## config.mk

```make
export PLATFORM = sky130hd
export DESIGN_NAME = rf_wport_arb_flat
export DESIGN_NICKNAME = d
export VERILOG_FILES = /design/src/rtl/rf_wport_arb_if.sv /design/src/rtl/rf_wport_arb.sv /design/src/flat_wrapper.sv
export SDC_FILE = /design/constraint.sdc
export NUM_CORES = 1
export LEC_CHECK = 0
export BUFFER_PORTS_ARGS = -buffer_cell sky130_fd_sc_hd__buf_4
export CAP_MARGIN = 20
export CORE_AREA = 2 2 124 126
export DETAILED_ROUTE_END_ITERATION = 6
export DIE_AREA = 0 0 126 128
export PLACE_DENSITY = 0.82
export SLEW_MARGIN = 10
export SYNTH_ARGS = -nofsm -noshare
export SYNTH_HDL_FRONTEND = slang
export SYNTH_SLANG_ARGS = --single-unit
```

## constraint.sdc

```tcl
create_clock -name clk -period 4.3 [get_ports clk]
set_input_delay 0.215 -clock clk [delete_from_list [all_inputs] [get_ports clk]]
set_output_delay 0.215 -clock clk [all_outputs]
set_load 0.05 [all_outputs]
```

## src/rtl/rf_wport_arb_if.sv

```systemverilog
// Signal bundle of the GPR write-port arbiter: write-back stage, side unit, regfile port, stall.
// The forwarding lookup signals exist only when RF_WPORT_ARB_FWD_EN is defined.
interface rf_wport_arb_if #(
  parameter int DEPTH = 4,
  parameter int AW    = 5,
  parameter int DW    = 32
);
  localparam int CW = $clog2(DEPTH) + 1;

  logic          pipe_we;
  logic [AW-1:0] pipe_waddr;
  logic [DW-1:0] pipe_wdata;
  logic          aux_valid;
  logic          aux_ready;
  logic [AW-1:0] aux_waddr;
  logic [DW-1:0] aux_wdata;
  logic          stall_req;
  logic [CW-1:0] fifo_cnt;
  logic          rf_we;
  logic [AW-1:0] rf_waddr;
  logic [DW-1:0] rf_wdata;
`ifdef RF_WPORT_ARB_FWD_EN
  logic [AW-1:0] fwd_raddr0;
  logic [AW-1:0] fwd_raddr1;
  logic          fwd_hit0;
  logic          fwd_hit1;
  logic [DW-1:0] fwd_data0;
  logic [DW-1:0] fwd_data1;
`endif

  modport master (
    output pipe_we, pipe_waddr, pipe_wdata, aux_valid, aux_waddr, aux_wdata,
    input  aux_ready, stall_req, fifo_cnt, rf_we, rf_waddr, rf_wdata
`ifdef RF_WPORT_ARB_FWD_EN
    ,
    output fwd_raddr0, fwd_raddr1,
    input  fwd_hit0, fwd_hit1, fwd_data0, fwd_data1
`endif
  );

  modport slave (
    input  pipe_we, pipe_waddr, pipe_wdata, aux_valid, aux_waddr, aux_wdata,
    output aux_ready, stall_req, fifo_cnt, rf_we, rf_waddr, rf_wdata
`ifdef RF_WPORT_ARB_FWD_EN
    ,
    input  fwd_raddr0, fwd_raddr1,
    output fwd_hit0, fwd_hit1, fwd_data0, fwd_data1
`endif
  );
endinterface

```

## src/rtl/rf_wport_arb.sv

```systemverilog
// GPR write-port arbiter: pipeline write-back always wins, side results queue and drain when idle.
// Optional forwarding lookup over queued results and the write register: RF_WPORT_ARB_FWD_EN.
module rf_wport_arb #(
  parameter int DEPTH      = 4,
  parameter int STARVE_MAX = 8,
  parameter int AW         = 5,
  parameter int DW         = 32
) (
  input  logic          clk,
  input  logic          resetn,
  rf_wport_arb_if.slave bus
);
  localparam int PW = $clog2(DEPTH);
  localparam int CW = PW + 1;
  localparam int SW = $clog2(STARVE_MAX + 1);
  localparam logic [CW-1:0] FULL_CNT   = CW'(DEPTH);
  localparam logic [SW-1:0] STARVE_LIM = SW'(STARVE_MAX);

  typedef enum logic [0:0] {
    ST_IDLE  = 1'b0,
    ST_DRAIN = 1'b1
  } state_t;

  logic [AW-1:0] mem_addr_r [DEPTH];
  logic [DW-1:0] mem_data_r [DEPTH];
  logic [PW-1:0] rd_ptr_r;
  logic [PW-1:0] wr_ptr_r;
  logic [CW-1:0] cnt_r;
  logic [CW-1:0] cnt_nxt_s;
  logic          aux_ready_r;
  logic [SW-1:0] starve_r;
  logic [SW-1:0] starve_nxt_s;
  state_t        state_r;
  state_t        state_nxt_s;
  logic          rf_we_r;
  logic [AW-1:0] rf_waddr_r;
  logic [DW-1:0] rf_wdata_r;
  logic          rf_we_nxt_s;
  logic [AW-1:0] rf_waddr_nxt_s;
  logic [DW-1:0] rf_wdata_nxt_s;
  logic          fifo_empty_s;
  logic          fifo_full_s;
  logic          push_s;
  logic          pop_s;

  // Port grant and FIFO occupancy for this cycle; r0 writes are suppressed, not skipped.
  always_comb begin
    fifo_empty_s   = (cnt_r == CW'(0));
    fifo_full_s    = (cnt_r == FULL_CNT);
    push_s         = bus.aux_valid & aux_ready_r;
    pop_s          = ~bus.pipe_we & ~fifo_empty_s;
    rf_we_nxt_s    = 1'b0;
    rf_waddr_nxt_s = rf_waddr_r;
    rf_wdata_nxt_s = rf_wdata_r;
    if (bus.pipe_we) begin
      rf_we_nxt_s    = (bus.pipe_waddr != AW'(0));
      rf_waddr_nxt_s = bus.pipe_waddr;
      rf_wdata_nxt_s = bus.pipe_wdata;
    end else if (pop_s) begin
      rf_we_nxt_s    = (mem_addr_r[rd_ptr_r] != AW'(0));
      rf_waddr_nxt_s = mem_addr_r[rd_ptr_r];
      rf_wdata_nxt_s = mem_data_r[rd_ptr_r];
    end else begin
      rf_we_nxt_s    = 1'b0;
    end
    case ({push_s, pop_s})
      2'b10:   cnt_nxt_s = cnt_r + CW'(1);
      2'b01:   cnt_nxt_s = cnt_r - CW'(1);
      default: cnt_nxt_s = cnt_r;
    endcase
  end

  // Starvation count: cycles the queue head loses to the pipeline, saturating.
  always_comb begin
    starve_nxt_s = starve_r;
    if (pop_s || fifo_empty_s) begin
      starve_nxt_s = SW'(0);
    end else if (bus.pipe_we && (starve_r != STARVE_LIM)) begin
      starve_nxt_s = starve_r + SW'(1);
    end else begin
      starve_nxt_s = starve_r;
    end
  end

  // Stall FSM: enter drain on starvation or a blocked offer, leave once the queue reads empty.
  always_comb begin
    state_nxt_s = state_r;
    case (state_r)
      ST_IDLE: begin
        if ((starve_nxt_s == STARVE_LIM) || (fifo_full_s && bus.aux_valid)) begin
          state_nxt_s = ST_DRAIN;
        end else begin
          state_nxt_s = ST_IDLE;
        end
      end
      ST_DRAIN: begin
        if (fifo_empty_s) begin
          state_nxt_s = ST_IDLE;
        end else begin
          state_nxt_s = ST_DRAIN;
        end
      end
      default: state_nxt_s = ST_IDLE;
    endcase
  end

  // FIFO storage and pointers; pointers wrap naturally since DEPTH is a power of two.
  always_ff @(posedge clk or negedge resetn) begin
    if (!resetn) begin
      for (int i = 0; i < DEPTH; i++) begin
        mem_addr_r[i] <= AW'(0);
        mem_data_r[i] <= DW'(0);
      end
      rd_ptr_r    <= PW'(0);
      wr_ptr_r    <= PW'(0);
      cnt_r       <= CW'(0);
      aux_ready_r <= 1'b1;
    end else begin
      if (push_s) begin
        mem_addr_r[wr_ptr_r] <= bus.aux_waddr;
        mem_data_r[wr_ptr_r] <= bus.aux_wdata;
        wr_ptr_r             <= wr_ptr_r + PW'(1);
      end
      if (pop_s) begin
        rd_ptr_r <= rd_ptr_r + PW'(1);
      end
      cnt_r       <= cnt_nxt_s;
      aux_ready_r <= (cnt_nxt_s != FULL_CNT);
    end
  end

  // Registered regfile write port.
  always_ff @(posedge clk or negedge resetn) begin
    if (!resetn) begin
      rf_we_r    <= 1'b0;
      rf_waddr_r <= AW'(0);
      rf_wdata_r <= DW'(0);
    end else begin
      rf_we_r    <= rf_we_nxt_s;
      rf_waddr_r <= rf_waddr_nxt_s;
      rf_wdata_r <= rf_wdata_nxt_s;
    end
  end

  // Starvation counter and stall FSM state.
  always_ff @(posedge clk or negedge resetn) begin
    if (!resetn) begin
      starve_r <= SW'(0);
      state_r  <= ST_IDLE;
    end else begin
      starve_r <= starve_nxt_s;
      state_r  <= state_nxt_s;
    end
  end

  assign bus.aux_ready = aux_ready_r;
  assign bus.fifo_cnt  = cnt_r;
  assign bus.stall_req = (state_r == ST_DRAIN);
  assign bus.rf_we     = rf_we_r;
  assign bus.rf_waddr  = rf_waddr_r;
  assign bus.rf_wdata  = rf_wdata_r;

`ifdef RF_WPORT_ARB_FWD_EN
  logic          fwd_hit0_s;
  logic          fwd_hit1_s;
  logic [DW-1:0] fwd_data0_s;
  logic [DW-1:0] fwd_data1_s;
  logic [PW-1:0] fwd_idx_s;
  logic          fwd_vld_s;
  logic          fwd_m0_s;
  logic          fwd_m1_s;

  // Forwarding lookup: write register is oldest, queue scanned head to tail so the youngest match wins.
  always_comb begin
    fwd_m0_s    = rf_we_r && (rf_waddr_r == bus.fwd_raddr0);
    fwd_m1_s    = rf_we_r && (rf_waddr_r == bus.fwd_raddr1);
    fwd_hit0_s  = fwd_m0_s;
    fwd_hit1_s  = fwd_m1_s;
    fwd_data0_s = fwd_m0_s ? rf_wdata_r : DW'(0);
    fwd_data1_s = fwd_m1_s ? rf_wdata_r : DW'(0);
    fwd_idx_s   = rd_ptr_r;
    fwd_vld_s   = 1'b0;
    for (int i = 0; i < DEPTH; i++) begin
      fwd_idx_s   = rd_ptr_r + PW'(i);
      fwd_vld_s   = (CW'(i) < cnt_r);
      fwd_m0_s    = fwd_vld_s && (mem_addr_r[fwd_idx_s] == bus.fwd_raddr0);
      fwd_m1_s    = fwd_vld_s && (mem_addr_r[fwd_idx_s] == bus.fwd_raddr1);
      fwd_hit0_s  = fwd_hit0_s | fwd_m0_s;
      fwd_hit1_s  = fwd_hit1_s | fwd_m1_s;
      fwd_data0_s = fwd_m0_s ? mem_data_r[fwd_idx_s] : fwd_data0_s;
      fwd_data1_s = fwd_m1_s ? mem_data_r[fwd_idx_s] : fwd_data1_s;
    end
    fwd_hit0_s = fwd_hit0_s & (bus.fwd_raddr0 != AW'(0));
    fwd_hit1_s = fwd_hit1_s & (bus.fwd_raddr1 != AW'(0));
  end

  assign bus.fwd_hit0  = fwd_hit0_s;
  assign bus.fwd_hit1  = fwd_hit1_s;
  assign bus.fwd_data0 = fwd_data0_s;
  assign bus.fwd_data1 = fwd_data1_s;
`endif
endmodule
```

## src/flat_wrapper.sv

```systemverilog
// flat-port wrapper written by rule: the top's interface ports become plain ports
module rf_wport_arb_flat 
#(
  parameter int DEPTH      = 4,
  parameter int STARVE_MAX = 8,
  parameter int AW         = 5,
  parameter int DW         = 32
)
  (clk, resetn, bus_pipe_we, bus_pipe_waddr, bus_pipe_wdata, bus_aux_valid, bus_aux_waddr, bus_aux_wdata, bus_aux_ready, bus_stall_req, bus_fifo_cnt, bus_rf_we, bus_rf_waddr, bus_rf_wdata);
  rf_wport_arb_if #(.DEPTH(DEPTH), .AW(AW), .DW(DW)) bus_i ();
  input  logic clk;
  input  logic resetn;
  input wire logic [$bits(bus_i.pipe_we)-1:0] bus_pipe_we;
  input wire logic [$bits(bus_i.pipe_waddr)-1:0] bus_pipe_waddr;
  input wire logic [$bits(bus_i.pipe_wdata)-1:0] bus_pipe_wdata;
  input wire logic [$bits(bus_i.aux_valid)-1:0] bus_aux_valid;
  input wire logic [$bits(bus_i.aux_waddr)-1:0] bus_aux_waddr;
  input wire logic [$bits(bus_i.aux_wdata)-1:0] bus_aux_wdata;
  output wire logic [$bits(bus_i.aux_ready)-1:0] bus_aux_ready;
  output wire logic [$bits(bus_i.stall_req)-1:0] bus_stall_req;
  output wire logic [$bits(bus_i.fifo_cnt)-1:0] bus_fifo_cnt;
  output wire logic [$bits(bus_i.rf_we)-1:0] bus_rf_we;
  output wire logic [$bits(bus_i.rf_waddr)-1:0] bus_rf_waddr;
  output wire logic [$bits(bus_i.rf_wdata)-1:0] bus_rf_wdata;
  assign bus_i.pipe_we = bus_pipe_we;
  assign bus_i.pipe_waddr = bus_pipe_waddr;
  assign bus_i.pipe_wdata = bus_pipe_wdata;
  assign bus_i.aux_valid = bus_aux_valid;
  assign bus_i.aux_waddr = bus_aux_waddr;
  assign bus_i.aux_wdata = bus_aux_wdata;
  assign bus_aux_ready = bus_i.aux_ready;
  assign bus_stall_req = bus_i.stall_req;
  assign bus_fifo_cnt = bus_i.fifo_cnt;
  assign bus_rf_we = bus_i.rf_we;
  assign bus_rf_waddr = bus_i.rf_waddr;
  assign bus_rf_wdata = bus_i.rf_wdata;
  rf_wport_arb #(.DEPTH(DEPTH), .STARVE_MAX(STARVE_MAX), .AW(AW), .DW(DW)) u_core (.clk(clk), .resetn(resetn), .bus(bus_i));
endmodule
```

* Word level (Yosys, flattened, before mapping)
Index checks and enable logic that the tools add are counted.
** Cells by class
- Add/subtract/negate cells :: 5
- Order comparisons :: 3
- Equal/unequal tests :: 6
- Muxes and demuxes :: 24
- Reduce and logical (&&, ||, !) cells :: 9
- Bitwise gates (word level) :: 7
** Operator list (count)
- $mux 32 :: 5
- $bwmux 128 :: 1
- $bmux 32 s2 :: 1
- $demux 32 s2 :: 1
- $mux 5 :: 5
- $bwmux 20 :: 1
- $bmux 5 s2 :: 1
- $demux 5 s2 :: 1
- $reduce_bool 5->1 :: 2
- $mux 4 :: 2
- $ge 3x3->1 const B :: 2
- $not 2->3 :: 2
- $pmux 3 s2 :: 1
- $add 2x1->2 const B :: 2
- $add 4x1->4 const B :: 1
- $eq 4x4->1 const B :: 1
- $mux 1 :: 4
- $ne 4x4->1 const B :: 1
- $add 3x1->3 const B :: 1
- $eq 3x3->1 const B :: 1
- $logic_and 1x1->1 :: 3
- $logic_not 3->1 :: 1
- $lt 3x1->1 const B :: 1
- $ne 3x3->1 const B :: 1
- 8 further kinds :: 12
** Word-level totals
- Bits in registers :: 199
- Word-level logic and storage cells :: 71
- Output and inout bits :: 43

* Depth between registers and ports, before layout
Gate-level depths: netlist (run 1).
- Depth after elaboration :: 9
- Depth in mapped cells :: 10
- Mapped depth without buffers :: 9

* Least setup slack after synthesis (run 1)
OpenSTA, ideal clock, no wires.
- Path kind :: register -> register
- From :: register u_core.cnt_r[0] (netlist: u_core.bus.fifo_cnt[0])
- To :: register u_core.aux_ready_r (netlist: u_core.bus.aux_ready)
- Setup slack :: 1.884 ns
- Stages on the path, launching flop included :: 11
- Data arrival time :: 2.334 ns
- Data required time :: 4.217 ns
- Cells stage by stage :: dfrtp_1 > nor3_1 > buf_2 > nor2_1 > ha_1 > inv_1 > fa_1 > xor2_1 > nor2_1 > xor2_1 > nand2_1
** Between the ends
- Longest elaborated chain between the ends :: 6
** Ends and longest elaborated chain
- from (decl) :: line rf_wport_arb.sv:28 : logic [CW-1:0] cnt_r;
- from (signal assigned) :: line rf_wport_arb.sv:127 : cnt_r <= cnt_nxt_s;
- $logic_not 3->1 (*) :: line rf_wport_arb.sv:48 : fifo_empty_s = (cnt_r == CW'(0));
- $not 1->1 (*) :: line rf_wport_arb.sv:51 : pop_s = ~bus.pipe_we & ~fifo_empty_s;
- $and 1x1->1 (*) :: line rf_wport_arb.sv:51
- named net u_core.pop_s :: line rf_wport_arb.sv:44 : logic pop_s;
- $eq 2x1->1 / $eq 2x2->1 (equally long branches) :: line rf_wport_arb.sv:66 : case ({push_s, pop_s})
- $pmux 3 s2 (*) :: line rf_wport_arb.sv:66
- named net u_core.cnt_nxt_s[2] :: line rf_wport_arb.sv:29 : logic [CW-1:0] cnt_nxt_s;
- $ne 3x3->1 (*) :: line rf_wport_arb.sv:128 : aux_ready_r <= (cnt_nxt_s != FULL_CNT);
- to (signal assigned) :: line rf_wport_arb.sv:128
- to (decl) :: line rf_wport_arb.sv:30 : logic aux_ready_r;
The timed path passes the listed nets; every way through them passes the cells marked *.
A chain may end at the register's enable or synchronous reset.

* Worst setup path in the final report (run 1)
- From :: register u_core.rd_ptr_r[1]
- To :: register u_core.rf_we_r (netlist: u_core.bus.rf_we)
** Between the ends
- Longest elaborated chain between the ends :: 7
** Ends and longest elaborated chain
- from (decl) :: line rf_wport_arb.sv:26 : logic [PW-1:0] rd_ptr_r;
- from (signal assigned) :: line rf_wport_arb.sv:125 : rd_ptr_r <= rd_ptr_r + PW'(1);
- $not 2->3 (not written as such) :: line rf_wport_arb.sv:60 : rf_we_nxt_s = (mem_addr_r[rd_ptr_r] != AW'(0));
- $bmux 5 s2 :: line rf_wport_arb.sv:60
- $mux 5 (not written as such) (2 in a row) :: line rf_wport_arb.sv:60
- $reduce_bool 5->1 :: line rf_wport_arb.sv:60
- $mux 1 :: line rf_wport_arb.sv:59 : end else if (pop_s) begin
- $mux 1 :: line rf_wport_arb.sv:55 : if (bus.pipe_we) begin
- named net u_core.rf_we_nxt_s :: line rf_wport_arb.sv:38 : logic rf_we_nxt_s;
- to (signal assigned) :: line rf_wport_arb.sv:139 : rf_we_r <= rf_we_nxt_s;
- to (decl) :: line rf_wport_arb.sv:35 : logic rf_we_r;
The timed path passes the listed nets, and every way through them passes these cells. The select of a mux whose other input is x is not followed.

==> results.cfg, run 1 <==
[status]
outcome = completed

[cts]
postCtsHoldBufs = 20
ctsHtreeMaxLevel = 4
root_buffer = clkbuf_16
clk_path_buf_depth = 2
cts_tree = yes
post_cts_resized = 0
clk_pin_slew_ns = 0.07
numCtsBuffers = 17
clock_sinks = 199
cts_setup_buffers = 0
insertion_delay_ns = 0.43

[setup_path]
crit_path_end_kind = register
rrSetupSlack_ns = 1.89
ff2ff_path_depth = 4
criticalPathCategory = register to register
path_max_fanout = 38
crit_family = flip-flops
cp_data_required_time_ns = 4.61
crit_arrival_ns = 2.73
path_buf_inv = 0
timing.rr.end = u_core.bus.rf_we
worstReg2RegStart = u_core.rd_ptr_r[1]
start_kind = register
cp.depth = 4
cp_cell_sequence = mux4_1 > or4_1 > o21ai_1 > nand2_1
critPathSlowestCell = dfrtp_2
slowest_delay_ns = 1.06

[synthesis]
yosysTopAreaCellShare_pct = 56.66
synth_area_mm2 = 0.008745
synth_top_area_cell = dfrtp_1
synth-seq-cells = 199
synth_area_leaders = dfrtp_1 57%, mux2_2 19%, mux4_2 8.8%
yosysWarnings = 0
synthCells = 589
yosysUniqueCellTypes = 29
avgSynthCellArea_um2 = 14.85
synth_nets = 675
ys_seq_area_share_pct = 56.96

[global_route]
grt_remaining_overflow = 0
grt_pass1_vias = 5819
grtUsageTotal_pct = 23.69
antenna_found_initial = 0
grt_max_degree = 118
grt_pass1_wl_um = 29650

[hold_path]
holdPathEnd = u_core.bus.rf_wdata[29]
hold_start = bus_pipe_wdata[29]
hold_class = primary input to register
whs_path_depth = 3

[routing]
vias_per_cell = 5.761
wirelength_um = 18070
drtPass1Iterations = 4
wl_per_cell_um = 19.59
via_count = 5312
ant_nets = 0
dr.first_iter.drc_count = 286
drc_errors = 0

[floorplan]
die-height_um = 128
ios = 121
row_count = 45
start_util_pct = 58.83
die_area_mm2 = 0.01613
core_area_mm2 = 0.01486
die_w_um = 126

[layout]
layout_common_cells = 196 x dfrtp_1, 149 x mux2_2, 127 x buf_4, 43 x nand2_1, 40 x mux2i_1
seqCellArea_mm2 = 0.004984
multi_input_area_mm2 = 0.003611
layout_commonest_cell = dfrtp_1
drive_gt1_share_pct = 47.82
final_nets = 807
stdcell_area_mm2 = 0.01059
antenna_cells = 0
area_delta_synth_final_pct = 21.11
nFillCells = 1006
final_util_pct = 71.25

[place]
placed_area_mm2 = 0.009827
port_buffers = 120
gp_congestion = 0.7282
dp_hpwl_um = 11250
dp_slack_ns = 1.945

[timing]
fin_tns_setup_ns = 0
worstMarginPinSlew_ns = 1.044
fin_ws_ns = 1.887
slew_headroom_pct = 30.38
min_period_over_period_pct = 56.11
hold_violations = 0
setup_viol = 0
fmax_ghz = 0.4145
final-max-slew-violation-count = 0
fin_crit_ns = 2.413
finClkSkew_ns = 0.007940
rsz0062_at_grt = false

[power_and_ir_drop]
power_mw = 8.548
ir_drop_v = 0.0003697
p_leak_nw = 4.676
p_per_area_mw_per_mm2 = 807.2

[run]
drv_cap = 0
cells in the mapped netlist, drive strengths merged:
library cell and instances:
a221oi 1, a31oi 1, and3b 1, buf 9
clkbuf 26, dfrtp 198, dfstp 1, fa 1
ha 7, inv 8, mux2 149, mux2i 40
mux4 37, nand2 43, nand2b 1, nand3 5
nor2 7, nor2b 1, nor3 1, o21ai 39
o41ai 1, or2 2, or4 2, xnor2 4
xor2 4
report_power, final:
part | internal, mW | switching, mW
Sequential | 2.81 | 0.604
Combinational | 1.86 | 1.76
Clock | 0.855 | 0.663
stage by stage:
step,instances,hold slack [ns]
6_report,922,0.009623
4_1_cts,922,0.0002350
2_1_floorplan,589,-0.08059
3_5_place_dp,870,0.4260
5_1_grt,922,0.01325
3_3_place_gp,870,0.4041
routing by layer:
layer / wire length (µm) / track usage, % / up-vias
met5: 0 / 0 / -
met4: 301 / 8.403 / 0
met3: 685 / 4.090 / 19
met2: 9328 / 39.66 / 115
met1: 7751 / 31.79 / 2774
li1: - / - / 2404
area by class of cell:
class / count / share of cell area (%)
Timing Repair Buffer: 148 / 11.02
Tap cell: 188 / 2.221
Inverter: 8 / 0.2836
Multi-Input combinational cell: 347 / 34.10
Sequential cell: 199 / 47.06
Clock inverter: 9 / 0.7089
Clock buffer: 23 / 4.608
flip-flops by register name, indices dropped and copies added, names as in the netlist, 2 cells and up:
register             cells
u_core.bus.fifo_cnt      3
u_core.mem_data_r      128
u_core.rd_ptr_r          2
u_core.mem_addr_r       20
u_core.wr_ptr_r          2
u_core.starve_r          4
u_core.bus.rf_waddr      5
u_core.bus.rf_wdata     32
cells by family after synthesis:
group / synth area share, %
AND/OR/NAND/NOR: 3.048
XOR/XNOR: 0.8012
flip-flops: 56.96
adder cells (fa/ha/maj): 1.230
multiplexers: 33.42
buffers and inverters: 2.032
AO/OA/AOI/OAI: 2.504
tightest hold or removal path, stage by stage:
cell     delay (ns)
buf_4          0.08
nand2_1        0.04
o21ai_0        0.06
worst max-delay path by stage:
| stage | slack [ns] | startpoint | to |
|---|---|---|---|
| finish | 1.89 | u_core.rd_ptr_r[1] | u_core.bus.rf_we |
| global route | 1.80 | u_core.rd_ptr_r[1] | u_core.bus.rf_we |
| CTS | 1.91 | u_core.rd_ptr_r[1] | u_core.bus.rf_we |
| detailed placement | 1.94 | u_core.rd_ptr_r[1] | u_core.bus.rf_we |
| global placement | 1.98 | u_core.rd_ptr_r[1] | u_core.bus.rf_we |
| floorplan | 1.88 | u_core.bus.fifo_cnt[0] | u_core.bus.aux_ready |
No activity file was read; power rests on OpenSTA's default activity.
==> inputs of run 2 (changes only) <==
- CORE_AREA: 2 2 124 126 -> 2 2 133 135
- DIE_AREA: 0 0 126 128 -> 0 0 135 137
- PLACE_DENSITY: 0.82 -> 0.75
- clock period: 4.3 -> 2 ns (I/O delays scaled with it)
==> run 2 against run 1 <==
Via count up 5.3%. Fmax grew 28%. Combinational power increased by 130%. First-iteration DRC count is 3.8% lower. Global-route usage decreased by 1.1 points. Hold slack better by 0.066 ns. Clock power grew 130%. Sequential share of layout area is 3.3 points lower. Worst setup slack worse by 1.8 ns. Critical path depth is 5 higher. Largest cell class unchanged. Clock skew up 0.0034 ns.
==> results.cfg, run 2 (synthesis gave the netlist of run 1 again) <==
[routing]
ant_nets = 0
drc_errors = 0
wl_per_cell_um = 18.94
drtPass1Iterations = 4
via_count = 5591
wirelength_um = 19340
dr.first_iter.drc_count = 275
vias_per_cell = 5.476

[layout]
seqCellArea_mm2 = 0.004987
largest_register_ffs = 128
area_delta_synth_final_pct = 30.38
drive_gt1_share_pct = 45.60
layout_common_cells = 193 x dfrtp_1, 149 x mux2_2, 126 x buf_4, 76 x dlygate4sd3_1, 42 x nand2_1
top_register = u_core.mem_data_r
antenna_cells = 0
multi_input_area_mm2 = 0.003642
finalNonFillerCells = 1021
nFillCells = 1186
final_nets = 869
layout_commonest_cell = dfrtp_1
stdcell_area_mm2 = 0.01140
final_util_pct = 66.84

[timing]
fin_crit_ns = 1.879
setup_viol = 0
min_period_over_period_pct = 93.97
finClkSkew_ns = 0.01134
fmax_ghz = 0.5321
fin_tns_setup_ns = 0
whs_ns = 0.07530
rsz0062_at_grt = false
worstMarginPinSlew_ns = 0.7251
hold_violations = 0
fin_ws_ns = 0.1207
final-max-slew-violation-count = 0
slew_headroom_pct = 51.66

[place]
dp_slack_ns = 0.1098
dp.cells = 912
dp_hpwl_um = 11890
placed_area_mm2 = 0.01003
port_buffers = 120
gp_congestion = 0.7818

[global_route]
grtUsageTotal_pct = 22.57
grt_pass1_wl_um = 31910
grt_max_degree = 76
grt_remaining_overflow = 0
antenna_found_initial = 0
grt_pass1_vias = 6089

[status]
outcome = completed

[hold_path]
hold_start = bus_aux_valid
whs_path_depth = 3
holdPathEnd = u_core.wr_ptr_r[0]
hold_class = primary input to register

[cts]
clock_sinks = 199
clk_path_buf_depth = 2
root_buffer = clkbuf_16
clk_pin_slew_ns = 0.07
numCtsBuffers = 17
cts_tree = yes
ctsHtreeMaxLevel = 4
insertion_delay_ns = 0.42

[floorplan]
row_count = 48
die-height_um = 137
die_area_mm2 = 0.01850
start_util_pct = 51.27
ios = 121
core_area_mm2 = 0.01706
die_w_um = 135

[setup_path]
crit_path_end_kind = register
ff2ff_path_depth = 9
crit_arrival_ns = 2.23
cp_data_required_time_ns = 2.35
timing.rr.end = u_core.bus.aux_ready
worstReg2RegStart = u_core.bus.fifo_cnt[0]
start_kind = register
criticalPathCategory = register to register
path_max_fanout = 4
rrSetupSlack_ns = 0.12

[power_and_ir_drop]
p_per_area_mw_per_mm2 = 1660
ir_drop_v = 0.0008670
p_leak_nw = 4.993
power_mw = 18.92

[run]
drv_cap = 0
## run 2: cell types whose count changed in the layout (fill, tap and decap cells not counted), sizes merged
cell / delta
dlygate4sd3: +56
buf: +6
clkinv: +1
bufinv: +2
clkbuf: -2
clkinvlp: -2
inv: +1
## run 2: worst max-delay path by stage
stage | startpoint | to | slack, ns
after CTS | u_core.bus.aux_ready | u_core.bus.aux_ready | 0.1
after global routing | u_core.bus.fifo_cnt[0] | u_core.bus.stall_req | 0.01
after detailed placement | u_core.bus.aux_ready | u_core.bus.aux_ready | 0.11
final | u_core.bus.fifo_cnt[0] | u_core.bus.aux_ready | 0.12
after global placement | u_core.rd_ptr_r[0] | u_core.bus.rf_we | 0.17
after floorplan | u_core.bus.fifo_cnt[2] | u_core.bus.aux_ready | -0.02
## run 2: worst max-delay path: stages (launching register included)
cell	delay, ns
dfrtp_2	0.42
nor3_4	0.07
nor2_4	0.19
ha_4	0.18
inv_1	0.05
fa_2	0.33
xor2_1	0.14
nor2_1	0.13
xor2_1	0.22
nand2_1	0.07
## run 2: report_power, final
group | switching [mW] | internal (mW) | leakage, nW
logic | 4.06 | 4.20 | 2.33
registers | 1.14 | 6.05 | 2.37
clock network | 1.46 | 2.01 | 0.295
total | 6.66 | 12.3 | 4.99
## run 2: area by class of cell
cell class	instances	share of cell area, %
flip-flops and latches	199	43.74
clock inverters	11	1.306
repair buffers	210	16.32
multi-input cells	347	31.95
inverters	8	0.2634
well taps	225	2.469
clock buffers	21	3.951
## run 2: layer usage
layer	GRT usage (%)	vias up	part of all wire (%)
met3	3.926	13	3.4
met2	40.89	128	53
met5	0	-	0
met1	28.47	2919	42
met4	5.208	0	0.87
li1	-	2531	-
## run 2: timing repair
action | 4_1_cts | 5_1_grt
hold buffers | 76 | 0
gates resized for setup | 0 | 1
setup endpoints to repair | 0 | 1
hold endpoints to repair | 245 | 0
buffers inserted | 0 | 1
